File: src/rtl/regfile_wr_arbiter.sv
// Round-robin write-port controller for the RV32I register file, with registered regfile write outputs.
// Define REGFILE_WR_ARB_INIT_EN to add a post-reset sweep that zeroes x1..x31.
module regfile_wr_arbiter #(
  parameter int NUM_REQ = 3,
  parameter int DATA_W  = 32,
  parameter int ADDR_W  = 5
) (
  input  logic                      clk_i,
  input  logic                      rst_ni,
  input  logic                      stall_i,
  input  logic [NUM_REQ-1:0]        req_valid_i,
  input  logic [NUM_REQ*ADDR_W-1:0] req_addr_i,
  input  logic [NUM_REQ*DATA_W-1:0] req_data_i,
  output logic [NUM_REQ-1:0]        req_ready_o,
  output logic                      rd_wren_o,
  output logic [ADDR_W-1:0]         rd_addr_o,
  output logic [DATA_W-1:0]         rd_data_o,
  output logic                      init_done_o,
  output logic                      x0_drop_o
);

  localparam int IDX_W = (NUM_REQ > 1) ? $clog2(NUM_REQ) : 1;

`ifdef REGFILE_WR_ARB_INIT_EN
  typedef enum logic {INIT, RUN} state_e;
  state_e     state_q, state_d;
  logic [4:0] cnt_q, cnt_d;
`endif

  logic               run_en;
  logic [NUM_REQ-1:0] grant;
  logic [IDX_W-1:0]   grant_idx;
  logic               found;
  logic [ADDR_W-1:0]  win_addr;
  logic [DATA_W-1:0]  win_data;

  logic [IDX_W-1:0]   last_grant_q, last_grant_d;
  logic               rd_wren_q, rd_wren_d;
  logic [ADDR_W-1:0]  rd_addr_q, rd_addr_d;
  logic [DATA_W-1:0]  rd_data_q, rd_data_d;
  logic               init_done_q, init_done_d;
  logic               x0_drop_q, x0_drop_d;

`ifdef REGFILE_WR_ARB_INIT_EN
  assign run_en = (state_q == RUN);
`else
  assign run_en = 1'b1;
`endif

  // Search starts one past the last winner, so a continuously valid requester waits at most NUM_REQ transfers.
  always_comb begin
    grant     = '0;
    grant_idx = '0;
    found     = 1'b0;
    if (run_en && !stall_i) begin
      for (int i = 0; i < NUM_REQ; i++) begin
        if (!found && req_valid_i[IDX_W'((int'(last_grant_q) + 1 + i) % NUM_REQ)]) begin
          found     = 1'b1;
          grant_idx = IDX_W'((int'(last_grant_q) + 1 + i) % NUM_REQ);
        end
      end
    end
    if (found) grant[grant_idx] = 1'b1;
  end

  assign win_addr = req_addr_i[grant_idx*ADDR_W +: ADDR_W];
  assign win_data = req_data_i[grant_idx*DATA_W +: DATA_W];

  always_comb begin
    last_grant_d = last_grant_q;
    rd_wren_d    = 1'b0;
    rd_addr_d    = rd_addr_q;
    rd_data_d    = rd_data_q;
    x0_drop_d    = 1'b0;
    init_done_d  = 1'b1;
`ifdef REGFILE_WR_ARB_INIT_EN
    state_d      = state_q;
    cnt_d        = cnt_q;
    init_done_d  = init_done_q;
    if (state_q == INIT) begin
      rd_wren_d = 1'b1;
      rd_addr_d = ADDR_W'(cnt_q);
      rd_data_d = '0;
      cnt_d     = cnt_q + 5'd1;
      if (cnt_q == 5'd31) begin
        state_d     = RUN;
        init_done_d = 1'b1;
        cnt_d       = 5'd1;
      end
    end
`endif
    // Writes to x0 are still consumed, but the regfile never sees them.
    if (found) begin
      last_grant_d = grant_idx;
      rd_addr_d    = win_addr;
      rd_data_d    = win_data;
      rd_wren_d    = (win_addr != '0);
      x0_drop_d    = (win_addr == '0);
    end
  end

  always_ff @(posedge clk_i or negedge rst_ni) begin
    if (!rst_ni) begin
      last_grant_q <= IDX_W'(NUM_REQ - 1);
      rd_wren_q    <= 1'b0;
      rd_addr_q    <= '0;
      rd_data_q    <= '0;
      init_done_q  <= 1'b0;
      x0_drop_q    <= 1'b0;
`ifdef REGFILE_WR_ARB_INIT_EN
      state_q      <= INIT;
      cnt_q        <= 5'd1;
`endif
    end else begin
      last_grant_q <= last_grant_d;
      rd_wren_q    <= rd_wren_d;
      rd_addr_q    <= rd_addr_d;
      rd_data_q    <= rd_data_d;
      init_done_q  <= init_done_d;
      x0_drop_q    <= x0_drop_d;
`ifdef REGFILE_WR_ARB_INIT_EN
      state_q      <= state_d;
      cnt_q        <= cnt_d;
`endif
    end
  end

  assign req_ready_o = grant;
  assign rd_wren_o   = rd_wren_q;
  assign rd_addr_o   = rd_addr_q;
  assign rd_data_o   = rd_data_q;
  assign init_done_o = init_done_q;
  assign x0_drop_o   = x0_drop_q;

endmodule

File: config.mk
export PLATFORM = sky130hd
export DESIGN_NAME = regfile_wr_arbiter
export DESIGN_NICKNAME = d
export VERILOG_FILES = /design/src/rtl/regfile_wr_arbiter.sv
export SDC_FILE = /design/constraint.sdc
export NUM_CORES = 1
export LEC_CHECK = 0
export CORE_ASPECT_RATIO = 1.25
export CORE_UTILIZATION = 37
export DETAILED_ROUTE_END_ITERATION = 6
export HOLD_SLACK_MARGIN = 0.1
export PLACE_DENSITY = 0.91
export SLEW_MARGIN = 30
export SYNTH_ARGS = -nofsm -noshare
export SYNTH_HDL_FRONTEND = slang
export SYNTH_SLANG_ARGS = --single-unit
File: constraint.sdc
create_clock -name clk_i -period 5.4 [get_ports clk_i]
set_input_delay 1.08 -clock clk_i [delete_from_list [all_inputs] [get_ports clk_i]]
set_output_delay 1.08 -clock clk_i [all_outputs]
set_load 0.02 [all_outputs]
======== Word-level counts from Yosys, hierarchy flattened ========
Index checks and enable logic that the tools add are counted.
W data, S select, Z words.
operators by class
  order comparisons ....................... 5
  equal/unequal tests ..................... 0
  shift-type cells ........................ 2
  multiply operators ...................... 1
  reductions and logical operators ........ 7
  mux-type cells .......................... 24
  divide/modulo/power cells ............... 3
  bitwise operators ....................... 0
  add/subtract/negate cells ............... 3
operator list
  kind                     count
  $mod A32 B3 Y32 const B  3
  $shiftx A96 B8 Y32       1
  $add A32 B2 Y32 const B  1
  $mux W1                  15
  $shiftx A15 B6 Y5        1
  $lt A2 B4 Y1 const B     3
  $mux W2                  4
  $bmux W1 S2              3
  $logic_not A5 Y1         1
  $mul A2 B3 Y5 const B    1
  $reduce_bool A5 Y1       1
  $add A3 B2 Y4 const B    1
  $add A2 B1 Y3 const B    1
  $logic_and A1 B1 Y1      3
  $lt A2 B3 Y1 const B     1
  $mux W3                  1
  $demux W1 S2             1
  $ge A2 B1 Y1 const B     1
  $logic_not A1 Y1         2
storage, ports and cells
  output and inout bits ................... 43
  memories kept ........................... 0
  latch bits .............................. 0
  bits in registers ....................... 42
  input bits .............................. 117
  memory bits (writable) .................. 0
  ROM bits ................................ 0
  word-level logic and storage cells ...... 51

======== Logic depth before layout (Yosys ltp) ========
Gate-level depths: netlist (run 1).
  depth in word-level cells ............... 20
  gate-level depth with buffers ........... 11
  depth with buffers taken out ............ 8

======== Worst setup path after synthesis (run 1) ========
No wires, ideal clock.
  kind .................................... input port to output port
  start point ............................. input req_valid_i[0]
  end point ............................... output req_ready_o[0]
  arrival ................................. 2.439 ns
  required time ........................... 4.320 ns
  slack ................................... 1.881 ns
  buffers on the path ..................... 2
  cell stages on the path ................. 7
  path through ............................ a21bo_2 a221oi_1 and2_1 buf_2 nand2_1 clkbuf_1 nor2_1
between the ends
  cells in the longest elaborated chain, start to end .. 18
  elaborated cells on any way between the ends .. 29
  those cells by class .................... order compare: 2; mux: 22; reduce/logical: 5
RTL lines
  item                                                                RTL line  text
  start: declaration                                                  11        input logic [NUM_REQ-1:0] req_valid_i,
  $bmux W1 S2                                                         57        if (!found && req_valid_i[IDX_W'((int'(last_grant_q) + 1 + i) % NUM_REQ)]) begin
  $mux W1 (implied by the code) (2 in series)                         57
  $mux W1                                                             57
  $mux W1                                                             55        if (run_en && !stall_i) begin
  $logic_not A1 Y1                                                    57
  $logic_and A1 B1 Y1                                                 57
  $mux W1                                                             57
  $mux W1                                                             55
  $logic_not A1 Y1                                                    57
  $logic_and A1 B1 Y1                                                 57
  $mux W2                                                             57
  $mux W2                                                             55
  $lt A2 B3 Y1 (implied by the code) or $ge A2 B1 Y1 (tied branches)  63        if (found) grant[grant_idx] = 1'b1;
  $logic_and A1 B1 Y1 (implied by the code)                           63
  $mux W1 (implied by the code)                                       63
  $demux W1 S2                                                        63
  $mux W3 (*)                                                         63
  end: declaration                                                    14        output logic [NUM_REQ-1:0] req_ready_o,
Every way passes the cells marked *; elsewhere a longest branch is shown, timed or not. The select of a mux whose other input is x is not followed.

======== Worst setup path in the final report (run 1) ========
Same ends and word-level chain as after synthesis.

==> metrics.txt, run 1 <==
# TYPE chip_impl_metric gauge
chip_impl_metric{name="totalWireLength",unit="um"} 7769
chip_impl_info{name="path_cells",value="clkdlybuf4s50_1 > a21bo_2 > a221oi_1 > and2_1 > nand2_1 > nor2_1 > clkdlybuf4s50_1"} 1
chip_impl_metric{name="final_period_minus_worst_setup_slack",unit="ps"} 4458
chip_impl_metric{name="final_area",unit="um^2"} 3899
chip_impl_metric{name="cts-htree-levels",unit=""} 2
chip_impl_metric{name="grt_first_pass_wirelength",unit="um"} 11820
chip_impl_metric{name="post_drt_via_cell_ratio",unit=""} 5.637
chip_impl_info{name="setup_repair_after_global_routing_missed_its_margin",value="no"} 1
chip_impl_metric{name="synthMuxAreaShare",unit=""} 0.1085
chip_impl_metric{name="grt_antenna_before_repair",unit=""} 0
chip_impl_metric{name="clock_skew",unit="ps"} 2.968
chip_impl_metric{name="critical-path-max-stage-delay",unit="ps"} 610
chip_impl_metric{name="worstPathMaxFanout",unit=""} 9
chip_impl_metric{name="clock_insertion_delay_worst_skew",unit="ps"} 280
chip_impl_info{name="setup.worst_path.class",value="in2out"} 1
chip_impl_metric{name="die_width",unit="um"} 71.18
chip_impl_metric{name="sequential_fraction_of_the_synthesis_area",unit=""} 0.4754
chip_impl_metric{name="ys.warnings.count",unit=""} 0
chip_impl_metric{name="drt_pre_antenna_iters",unit=""} 7
chip_impl_metric{name="boundaryPins",unit=""} 160
chip_impl_metric{name="floorplan.die_area",unit="um^2"} 6298
chip_impl_metric{name="clk_transition_reported_paths",unit="ps"} 70
chip_impl_metric{name="post_synth_num_cell_types",unit=""} 35
chip_impl_info{name="worst_hold_path_type",value="reg2reg"} 1
chip_impl_metric{name="initial_core_util",unit=""} 0.3830
chip_impl_metric{name="ctsLongestPathBuffers",unit=""} 2
chip_impl_metric{name="syn_nets",unit=""} 332
chip_impl_metric{name="cap_viol_max_count",unit=""} 0
chip_impl_metric{name="footprint_of_the_multi_input_gates",unit="um^2"} 1018
chip_impl_metric{name="tritoncts_num_sinks",unit=""} 42
chip_impl_metric{name="drt_drc_violations_left",unit=""} 15
chip_impl_metric{name="compound_gate_fraction_of_synth_area",unit=""} 0.2640
chip_impl_metric{name="ir_drop",unit="uV"} 293.6
chip_impl_metric{name="initialDrtViolationCount",unit=""} 210
chip_impl_metric{name="total_routing_usage_gr",unit=""} 0.2412
chip_impl_metric{name="grt_overflow_total",unit=""} 0
chip_impl_info{name="critical_path.top_delay_family",value="buffers and inverters"} 1
chip_impl_metric{name="buffer_ports.inserted",unit=""} 159
chip_impl_info{name="cp-end-kind",value="output pin"} 1
chip_impl_metric{name="dp_hpwl",unit="um"} 5695
chip_impl_metric{name="crit_buf_inv",unit=""} 2
chip_impl_metric{name="row_count",unit=""} 31
chip_impl_metric{name="yosys.area_share.adder",unit=""} 0.01131
chip_impl_metric{name="via_count",unit=""} 2435
chip_impl_metric{name="die_h",unit="um"} 88.48
chip_impl_metric{name="worst-slew-pin-transition",unit="ps"} 717.2
chip_impl_metric{name="finalSetupViolations",unit=""} 0
chip_impl_metric{name="async_flop_share",unit=""} 1.000
chip_impl_metric{name="routabilityCongestion",unit=""} 0.8167
chip_impl_info{name="critical_path.most_common_cell",value="sky130_fd_sc_hd__clkdlybuf4s50_1"} 1
chip_impl_metric{name="final_layout_size_suffix_gt1_frac",unit=""} 0.03825
chip_impl_info{name="postSynth.topFlopCell",value="sky130_fd_sc_hd__dfrtp_1"} 1
chip_impl_info{name="critical_path.startpoint_type",value="input port"} 1
chip_impl_metric{name="setup_total_negative_slack",unit="ps"} 0
chip_impl_metric{name="reg2reg_depth",unit=""} 9
chip_impl_metric{name="post_synth_and_or_nand_nor_area_fraction",unit=""} 0.07349
chip_impl_metric{name="power-per-cell-area",unit="nW/um^2"} 488.7
chip_impl_info{name="violations",value="DRC"} 1
chip_impl_metric{name="nFillCells",unit=""} 466
chip_impl_metric{name="slew_viols_final",unit=""} 0
chip_impl_metric{name="place_area",unit="um^2"} 3790
chip_impl_metric{name="leak_pwr",unit="nW"} 1.537
chip_impl_metric{name="finish.net_count",unit=""} 484
chip_impl_metric{name="post_layout_utilization_of_the_core",unit=""} 0.6746
chip_impl_info{name="synth_top_family_by_area",value="compound AO/OA/AOI/OAI gates"} 1
chip_impl_metric{name="mappedNetlistArea",unit="um^2"} 2213
chip_impl_metric{name="timing.max_slew.rel_slack",unit=""} 0.5219
chip_impl_metric{name="crit_arrival",unit="ps"} 3380
chip_impl_info{name="status",value="finished with violations"} 1
chip_impl_metric{name="timing_limited_maximum_frequency",unit="MHz"} 224.3
chip_impl_metric{name="area_growth_syn_to_layout",unit="%"} 76.14
chip_impl_metric{name="postCtsResizedCells",unit=""} 0
chip_impl_metric{name="syn_avg_cell_area",unit="um^2"} 10.39
chip_impl_metric{name="cts_hold_buf",unit=""} 0
chip_impl_metric{name="min_path_cells",unit=""} 2
chip_impl_metric{name="worstSetupPathDepth",unit=""} 7
chip_impl_metric{name="cp.required",unit="ps"} 4320
chip_impl_metric{name="n_antenna_cell",unit=""} 0
chip_impl_metric{name="pin_count_of_the_biggest_net_entering_global_routing",unit=""} 43
chip_impl_metric{name="synthCells",unit=""} 213
chip_impl_metric{name="avgRoutedWirePerCell",unit="um"} 17.98
chip_impl_metric{name="final_min_period_over_clock_period",unit=""} 0.8255
chip_impl_info{name="tritoncts",value="yes"} 1
chip_impl_metric{name="area.sequential",unit="um^2"} 1052
chip_impl_metric{name="cts_setup_buffers",unit=""} 0
chip_impl_info{name="timing.critical_path.slowest_stage_cell",value="sky130_fd_sc_hd__clkdlybuf4s50_1"} 1
chip_impl_metric{name="postSynthRegisterBits",unit=""} 42
chip_impl_metric{name="grt_pass1_vias",unit=""} 2531
chip_impl_metric{name="synth_xor_xnor_area_share",unit=""} 0
chip_impl_metric{name="post_synth_edffs",unit=""} 0
chip_impl_metric{name="fp.coreArea",unit="um^2"} 5779
chip_impl_metric{name="endpoints_failing_hold",unit=""} 0
chip_impl_info{name="clockRootBuffer",value="sky130_fd_sc_hd__clkbuf_8"} 1
chip_impl_metric{name="tritoncts.num_buffers",unit=""} 5
chip_impl_metric{name="ant_nets",unit=""} 0
cells by family (layout without fill, tap and decap cells):
group	after synthesis	after routing
simple gates	35	35
compound gates	86	86
fa+ha+maj	2	2
flops	42	42
buf+inv	23	176
mux	24	24
other cells	1	1
metal layers:
metal / share of wire / track usage / wire length (um) / up-vias
li1: - / - / - / 1120
met1: 0.35 / 0.2589 / 2744 / 1187
met2: 0.55 / 0.4554 / 4246 / 113
met3: 0.076 / 0.05923 / 592 / 15
met4: 0.024 / 0.09273 / 185 / 0
met5: 0 / 0 / 0 / -
layout make-up:
| class | instances | area share |
|---|---|---|
| Tap cell | 66 | 0.02118 |
| Clock inverter | 1 | 0.007702 |
| Sequential cell | 42 | 0.2699 |
| Timing Repair Buffer | 162 | 0.4134 |
| Inverter | 6 | 0.007060 |
| Clock buffer | 7 | 0.01958 |
| Multi-Input combinational cell | 148 | 0.2612 |
through the flow:
stage	hold slack [ps]	cells	setup slack [ps]	power, mW
3_5_place_dp	505.4	424	954.7	1.675
4_1_cts	522.6	432	952.8	1.919
2_1_floorplan	486.9	213	1881	1.181
6_report	523.8	432	942.1	1.905
3_3_place_gp	498.3	424	1009	1.635
5_1_grt	543.4	432	824.8	2.027
cell usage after synthesis (all sizes together), types with 2 or more instances:
cell,n,area (um^2)
a21oi,6,30.03
a221oi,2,17.52
a222oi,14,140.1
a22oi,18,135.1
and2,2,12.51
buf,7,80.08
clkbuf,10,37.54
dfrtp,41,1026
ha,2,25.02
inv,5,23.77
mux2i,24,240.2
nand2,16,60.06
nor2,9,33.78
o21ai,35,175.2
o22ai,5,31.28
or4,3,22.52
sequential cells by signal, summed over array words and instances, names as in the netlist:
signal / flops
init_done_o: 1
last_grant_q: 2
rd_addr_o: 5
rd_data_o: 32
rd_wren_o: 1
x0_drop_o: 1
power breakdown:
part	switching, mW	internal (mW)
clock	0.101	0.138
combinational	0.572	0.536
sequential	0.0853	0.472
path summary, 6_finish.rpt:
| check | from | slack (ps) | end |
|---|---|---|---|
| max | req_valid_i[0] | 940 | req_ready_o[0] |
| min reg2reg | rd_data_o[26] | 520 | rd_data_o[26] |
| min in group asynchronous | rst_ni | 770 | rd_data_o[7] |
| min | rd_data_o[26] | 520 | rd_data_o[26] |
| max in group asynchronous | rst_ni | 4250 | last_grant_q[1] |
| max reg2reg | last_grant_q[1] | 2320 | rd_data_o[23] |
worst reg2reg max path, delay by kind of cell (launching register included):
kind	cells	cell delay (ps)
multiplexers	1	270
AND/OR/NAND/NOR	2	740
flip-flops	1	540
adder cells (fa/ha/maj)	1	250
buffers and inverters	3	730
AO/OA/AOI/OAI	2	440
cells in the final DEF, fill, tap and decap left out, drive strengths merged, types with 2 or more instances in the layout:
master,Yosys,final
clkbuf,10,7
buf,7,4
clkdlybuf4s50,0,158
o22ai,5,5
inv,5,5
ha,2,2
o21ai,35,35
and2,2,2
a21oi,6,6
nand2,16,16
a22oi,18,18
a221oi,2,2
mux2i,24,24
nor2,9,9
dfrtp,41,41
or4,3,3
a222oi,14,14
No activity file was read; power rests on OpenSTA's default activity.
==> run 2, diff against run 1 <==
- CORE_UTILIZATION: 37 -> 35
- PLACE_DENSITY: 0.91 -> 0.87
- clock period: 5.4 -> 4.2 ns (I/O delays scaled with it)
==> metrics.txt, run 2 (synthesis gave the netlist of run 1 again) <==
# TYPE chip_impl_metric gauge
chip_impl_metric{name="die_h",unit="um"} 90.91
chip_impl_metric{name="ctsLongestPathBuffers",unit=""} 2
chip_impl_metric{name="worstPathMaxFanout",unit=""} 11
chip_impl_metric{name="leak_pwr",unit="nW"} 1.551
chip_impl_metric{name="final_min_period_over_clock_period",unit=""} 0.9119
chip_impl_metric{name="area_growth_syn_to_layout",unit="%"} 77.78
chip_impl_metric{name="crit_arrival",unit="ps"} 2990
chip_impl_info{name="setup_repair_after_global_routing_missed_its_margin",value="no"} 1
chip_impl_metric{name="ir_drop",unit="uV"} 351.8
chip_impl_metric{name="ant_nets",unit=""} 0
chip_impl_metric{name="grt_antenna_before_repair",unit=""} 0
chip_impl_metric{name="cp.required",unit="ps"} 3360
chip_impl_metric{name="power-per-cell-area",unit="nW/um^2"} 614.4
chip_impl_metric{name="initialDrtViolationCount",unit=""} 153
chip_impl_info{name="path_cells",value="clkdlybuf4s50_1 > nand2b_1 > a221oi_1 > nand3b_1 > nand2_1 > nor2_1 > clkdlybuf4s50_1"} 1
chip_impl_metric{name="post_drt_via_cell_ratio",unit=""} 5.393
chip_impl_metric{name="setup_total_negative_slack",unit="ps"} 0
chip_impl_metric{name="pin_count_of_the_biggest_net_entering_global_routing",unit=""} 43
chip_impl_metric{name="initial_core_util",unit=""} 0.3613
chip_impl_metric{name="cts-htree-levels",unit=""} 2
chip_impl_metric{name="tritoncts.num_buffers",unit=""} 5
chip_impl_metric{name="row_count",unit=""} 32
chip_impl_metric{name="slew_viols_final",unit=""} 0
chip_impl_info{name="cp-end-kind",value="output pin"} 1
chip_impl_metric{name="clk_transition_reported_paths",unit="ps"} 70
chip_impl_metric{name="die_width",unit="um"} 73.13
chip_impl_metric{name="dp_hpwl",unit="um"} 5851
chip_impl_metric{name="floorplan.die_area",unit="um^2"} 6648
chip_impl_metric{name="drt_pre_antenna_iters",unit=""} 5
chip_impl_metric{name="total_routing_usage_gr",unit=""} 0.2342
chip_impl_info{name="setup.worst_path.class",value="in2out"} 1
chip_impl_info{name="status",value="completed"} 1
chip_impl_metric{name="buffer_ports.inserted",unit=""} 159
chip_impl_metric{name="critical-path-max-stage-delay",unit="ps"} 550
chip_impl_metric{name="grt_first_pass_wirelength",unit="um"} 11990
chip_impl_metric{name="timing_limited_maximum_frequency",unit="MHz"} 261.1
chip_impl_metric{name="report.power.total",unit="mW"} 2.418
chip_impl_metric{name="fp.coreArea",unit="um^2"} 6126
chip_impl_info{name="tritoncts",value="yes"} 1
chip_impl_metric{name="largest_register_ff_count",unit=""} 32
chip_impl_info{name="critical_path.most_common_cell",value="sky130_fd_sc_hd__clkdlybuf4s50_1"} 1
chip_impl_metric{name="final_area",unit="um^2"} 3935
chip_impl_metric{name="grt_pass1_vias",unit=""} 2564
chip_impl_metric{name="final_layout_size_suffix_gt1_frac",unit=""} 0.04865
chip_impl_info{name="critical_path.startpoint_type",value="input port"} 1
chip_impl_metric{name="cts_setup_buffers",unit=""} 0
chip_impl_metric{name="boundaryPins",unit=""} 160
chip_impl_info{name="worst_hold_path_type",value="reg2reg"} 1
chip_impl_metric{name="finish.net_count",unit=""} 488
chip_impl_metric{name="timing.max_slew.rel_slack",unit=""} 0.6357
chip_impl_info{name="clockRootBuffer",value="sky130_fd_sc_hd__clkbuf_8"} 1
chip_impl_metric{name="worst_slack",unit="ps"} 370.2
chip_impl_metric{name="place_area",unit="um^2"} 3841
chip_impl_metric{name="dp.cells",unit=""} 447
chip_impl_metric{name="drt_drc_violations_left",unit=""} 0
chip_impl_info{name="layout.cells.most_common_list",value="sky130_fd_sc_hd__clkdlybuf4s50_1 (158), sky130_fd_sc_hd__dfrtp_1 (41), sky130_fd_sc_hd__o21ai_0 (32)"} 1
chip_impl_metric{name="cts_hold_buf",unit=""} 0
chip_impl_metric{name="clock_insertion_delay_worst_skew",unit="ps"} 280
chip_impl_metric{name="finalSetupViolations",unit=""} 0
chip_impl_metric{name="tritoncts_num_sinks",unit=""} 42
chip_impl_metric{name="grt_overflow_total",unit=""} 0
chip_impl_metric{name="clock_skew",unit="ps"} 6.686
chip_impl_info{name="layout_commonest_cell",value="sky130_fd_sc_hd__clkdlybuf4s50_1"} 1
chip_impl_metric{name="n_antenna_cell",unit=""} 0
chip_impl_metric{name="finalNonFillerCells",unit=""} 455
chip_impl_metric{name="post_layout_utilization_of_the_core",unit=""} 0.6424
chip_impl_metric{name="finalHoldWorstSlack",unit="ps"} 516.8
chip_impl_metric{name="worst-slew-pin-transition",unit="ps"} 546.5
chip_impl_metric{name="endpoints_failing_hold",unit=""} 0
chip_impl_info{name="timing.critical_path.slowest_stage_cell",value="sky130_fd_sc_hd__clkdlybuf4s50_1"} 1
chip_impl_metric{name="cap_viol_max_count",unit=""} 0
chip_impl_metric{name="via_count",unit=""} 2454
chip_impl_metric{name="routabilityCongestion",unit=""} 0.8255
chip_impl_metric{name="postCtsResizedCells",unit=""} 0
chip_impl_metric{name="totalWireLength",unit="um"} 7763
chip_impl_metric{name="avgRoutedWirePerCell",unit="um"} 17.06
chip_impl_metric{name="dpl_worst_slack",unit="ps"} 368.6
chip_impl_metric{name="final_period_minus_worst_setup_slack",unit="ps"} 3830
-- run 2: worst max-delay path, delay by kind of cell --
family | cells | cell delay [ps]
buffers and inverters | 2 | 1020
AND/OR/NAND/NOR | 4 | 810
AO/OA/AOI/OAI | 1 | 320
-- run 2: worst paths after layout --
| path | from | end | slack [ps] | cells after the start |
|---|---|---|---|---|
| worst min-delay path | rd_data_o[21] | rd_data_o[21] | 520 | 2 |
| max in group asynchronous | rst_ni | rd_data_o[17] | 3290 | 1 |
| worst max-delay path | req_valid_i[0] | req_ready_o[0] | 370 | 7 |
| worst max register to register | last_grant_q[1] | rd_data_o[1] | 1430 | 9 |
| min in group asynchronous | rst_ni | rd_data_o[7] | 540 | 1 |
| worst min register to register | rd_data_o[21] | rd_data_o[21] | 520 | 2 |
-- run 2: cell type report --
class / instances / area, um^2
fill: 537 / 2191
timing repair buffer: 166 / 1642
sequential: 42 / 1052
multi-input combinational: 148 / 1016
tap: 85 / 106.4
clock buffer: 7 / 86.33
inverter: 6 / 27.53
clock inverter: 1 / 5.005
-- run 2: layer usage --
metal / share of wire / vias to the layer above / wire length [um] / global-route usage
li1: - / 1127 / - / -
met1: 0.37 / 1203 / 2863 / 0.2555
met2: 0.54 / 112 / 4202 / 0.4352
met3: 0.069 / 12 / 536 / 0.04241
met4: 0.021 / 0 / 160 / 0.08497
met5: 0 / - / 0 / 0
-- run 2: report_power, final --
group          leakage, nW  internal (mW)  switching (mW)  total [mW]
sequential           0.500          0.607           0.105       0.712
combinational         1.00          0.705           0.737        1.44
clock               0.0482          0.133           0.131       0.263
total                 1.55           1.44           0.973        2.42
==> run 3, diff against run 2 <==
- ABC_CLOCK_PERIOD_IN_PS: not set -> 4200
- CTS_BUF_LIST: not set -> sky130_fd_sc_hd__clkbuf_16
==> metrics.txt, run 3 (synthesis gave the netlist of run 1 again) <==
# TYPE chip_impl_metric gauge
chip_impl_metric{name="fp.coreArea",unit="um^2"} 6126
chip_impl_metric{name="initial_core_util",unit=""} 0.3613
chip_impl_metric{name="post_drt_via_cell_ratio",unit=""} 5.374
chip_impl_metric{name="cts_setup_buffers",unit=""} 0
chip_impl_metric{name="final_layout_size_suffix_gt1_frac",unit=""} 0.04595
chip_impl_metric{name="crit_arrival",unit="ps"} 3020
chip_impl_info{name="critical_path.startpoint_type",value="input port"} 1
chip_impl_info{name="layout.cells.most_common_list",value="sky130_fd_sc_hd__clkdlybuf4s50_1 (158), sky130_fd_sc_hd__dfrtp_1 (41), sky130_fd_sc_hd__o21ai_0 (32)"} 1
chip_impl_metric{name="cts-htree-levels",unit=""} 2
chip_impl_metric{name="worstPathMaxFanout",unit=""} 11
chip_impl_metric{name="avgRoutedWirePerCell",unit="um"} 17.27
chip_impl_metric{name="postCtsResizedCells",unit=""} 0
chip_impl_metric{name="cp.required",unit="ps"} 3360
chip_impl_metric{name="tritoncts.num_buffers",unit=""} 5
chip_impl_metric{name="clock_skew",unit="ps"} 3.753
chip_impl_info{name="setup.worst_path.end",value="req_ready_o[0]"} 1
chip_impl_metric{name="endpoints_failing_hold",unit=""} 0
chip_impl_metric{name="grtUsageMet2",unit=""} 0.4383
chip_impl_metric{name="ff2ff_setup_slack",unit="ps"} 1410
chip_impl_info{name="tritoncts",value="yes"} 1
chip_impl_metric{name="setup_total_negative_slack",unit="ps"} 0
chip_impl_metric{name="drt_pre_antenna_iters",unit=""} 4
chip_impl_metric{name="leak_pwr",unit="nW"} 1.575
chip_impl_info{name="gr-max-usage-layer",value="met2"} 1
chip_impl_metric{name="finalSetupViolations",unit=""} 0
chip_impl_metric{name="power-per-cell-area",unit="nW/um^2"} 632.1
chip_impl_info{name="regToRegEndpoint",value="rd_wren_o"} 1
chip_impl_info{name="timing.rr.start",value="last_grant_q[1]"} 1
chip_impl_metric{name="gr-usage-met3",unit=""} 0.03906
chip_impl_metric{name="clk_transition_reported_paths",unit="ps"} 50
chip_impl_metric{name="finalHoldWorstSlack",unit="ps"} 511.8
chip_impl_metric{name="final_min_period_over_clock_period",unit=""} 0.9183
chip_impl_metric{name="final_period_minus_worst_setup_slack",unit="ps"} 3857
chip_impl_info{name="setup.worst_path.class",value="in2out"} 1
chip_impl_metric{name="cts_hold_buf",unit=""} 0
chip_impl_metric{name="grt_pass1_vias",unit=""} 2578
chip_impl_info{name="clockRootBuffer",value="sky130_fd_sc_hd__clkbuf_16"} 1
chip_impl_metric{name="met1_track_demand_over_resource_in_global_routing",unit=""} 0.2577
chip_impl_metric{name="cap_viol_max_count",unit=""} 0
chip_impl_metric{name="routabilityCongestion",unit=""} 0.8255
chip_impl_metric{name="buffer_ports.inserted",unit=""} 159
chip_impl_metric{name="die_h",unit="um"} 90.91
chip_impl_metric{name="dp_hpwl",unit="um"} 5851
chip_impl_metric{name="ant_nets",unit=""} 0
chip_impl_metric{name="slew_viols_final",unit=""} 0
chip_impl_info{name="status",value="completed"} 1
chip_impl_metric{name="die_width",unit="um"} 73.13
chip_impl_metric{name="grt_overflow_total",unit=""} 0
chip_impl_metric{name="worst-slew-pin-transition",unit="ps"} 551.0
chip_impl_metric{name="via_count",unit=""} 2445
chip_impl_metric{name="largest_register_ff_count",unit=""} 32
chip_impl_info{name="worst_hold_path_type",value="reg2reg"} 1
chip_impl_metric{name="boundaryPins",unit=""} 160
chip_impl_info{name="cp-end-kind",value="output pin"} 1
chip_impl_metric{name="timing.max_slew.rel_slack",unit=""} 0.6327
chip_impl_metric{name="grt_first_pass_wirelength",unit="um"} 12050
chip_impl_metric{name="ctsLongestPathBuffers",unit=""} 2
chip_impl_info{name="setup_repair_after_global_routing_missed_its_margin",value="no"} 1
chip_impl_metric{name="initialDrtViolationCount",unit=""} 185
chip_impl_metric{name="reg2reg_depth",unit=""} 9
chip_impl_metric{name="tritoncts_num_sinks",unit=""} 42
chip_impl_metric{name="finish.net_count",unit=""} 488
chip_impl_metric{name="clock_insertion_delay_worst_skew",unit="ps"} 280
chip_impl_metric{name="total_routing_usage_gr",unit=""} 0.2374
chip_impl_metric{name="drt_drc_violations_left",unit=""} 0
chip_impl_info{name="layout_commonest_cell",value="sky130_fd_sc_hd__clkdlybuf4s50_1"} 1
chip_impl_metric{name="pin_count_of_the_biggest_net_entering_global_routing",unit=""} 43
chip_impl_metric{name="floorplan.die_area",unit="um^2"} 6648
chip_impl_metric{name="area_growth_syn_to_layout",unit="%"} 79.88
chip_impl_info{name="critical_path.startpoint",value="req_valid_i[0]"} 1
chip_impl_metric{name="timing_limited_maximum_frequency",unit="MHz"} 259.3
chip_impl_metric{name="ir_drop",unit="uV"} 399.9
chip_impl_metric{name="grt_antenna_before_repair",unit=""} 0
chip_impl_metric{name="totalWireLength",unit="um"} 7859
chip_impl_metric{name="row_count",unit=""} 32
chip_impl_metric{name="n_antenna_cell",unit=""} 0
run 3: routing by layer:
metal | vias to the layer above | part of all wire
met1 | 1202 | 0.38
met4 | 0 | 0.024
met3 | 15 | 0.060
met5 | - | 0
met2 | 99 | 0.54
li1 | 1129 | -
run 3: where the power goes:
part / leakage, nW / switching [mW] / total [mW] / internal (mW)
clock network: 0.0724 / 0.143 / 0.357 / 0.215
logic: 1.00 / 0.741 / 1.45 / 0.705
registers: 0.500 / 0.104 / 0.713 / 0.608
run 3: critical path, stage by stage:
cell and delay [ps]:
sky130_fd_sc_hd__clkdlybuf4s50_1 470, sky130_fd_sc_hd__nand2b_1 170, sky130_fd_sc_hd__a221oi_1 330, sky130_fd_sc_hd__nand3b_1 380
sky130_fd_sc_hd__nand2_1 210, sky130_fd_sc_hd__nor2_1 50, sky130_fd_sc_hd__clkdlybuf4s50_1 560
run 3: final cells by class:
type	count	area [um^2]
Sequential cell	42	1052
Timing Repair Buffer	166	1642
Inverter	6	27.53
Clock inverter	3	12.51
Clock buffer	5	125.1
Multi-Input combinational cell	148	1016
Fill cell	530	2145
Tap cell	85	106.4
run 3: worst min-delay path by stage:
stage / end / slack, ps / depth (start not counted) / from
final: rd_data_o[21] / 510 / 2 / rd_data_o[21]
after global routing: rd_data_o[26] / 540 / 2 / rd_data_o[26]
after CTS: rd_data_o[21] / 520 / 2 / rd_data_o[21]
after detailed placement: rd_data_o[21] / 510 / 2 / rd_data_o[21]
after global placement: rd_data_o[21] / 500 / 2 / rd_data_o[21]
after floorplan: last_grant_q[1] / 490 / 2 / last_grant_q[1]
run 3: stage by stage:
stage,instances,total power [mW],setup slack (ps),cell area (um^2),utilization
6_report,455,2.516,343.0,3981,0.6499
5_1_grt,455,2.665,247.0,3981,0.6499
4_1_cts,455,2.539,362.3,3979,0.6495
3_5_place_dp,447,2.171,368.6,3841,0.6270
3_3_place_gp,447,2.122,469.6,3841,0.6270
2_1_floorplan,213,1.518,1161,2213,-
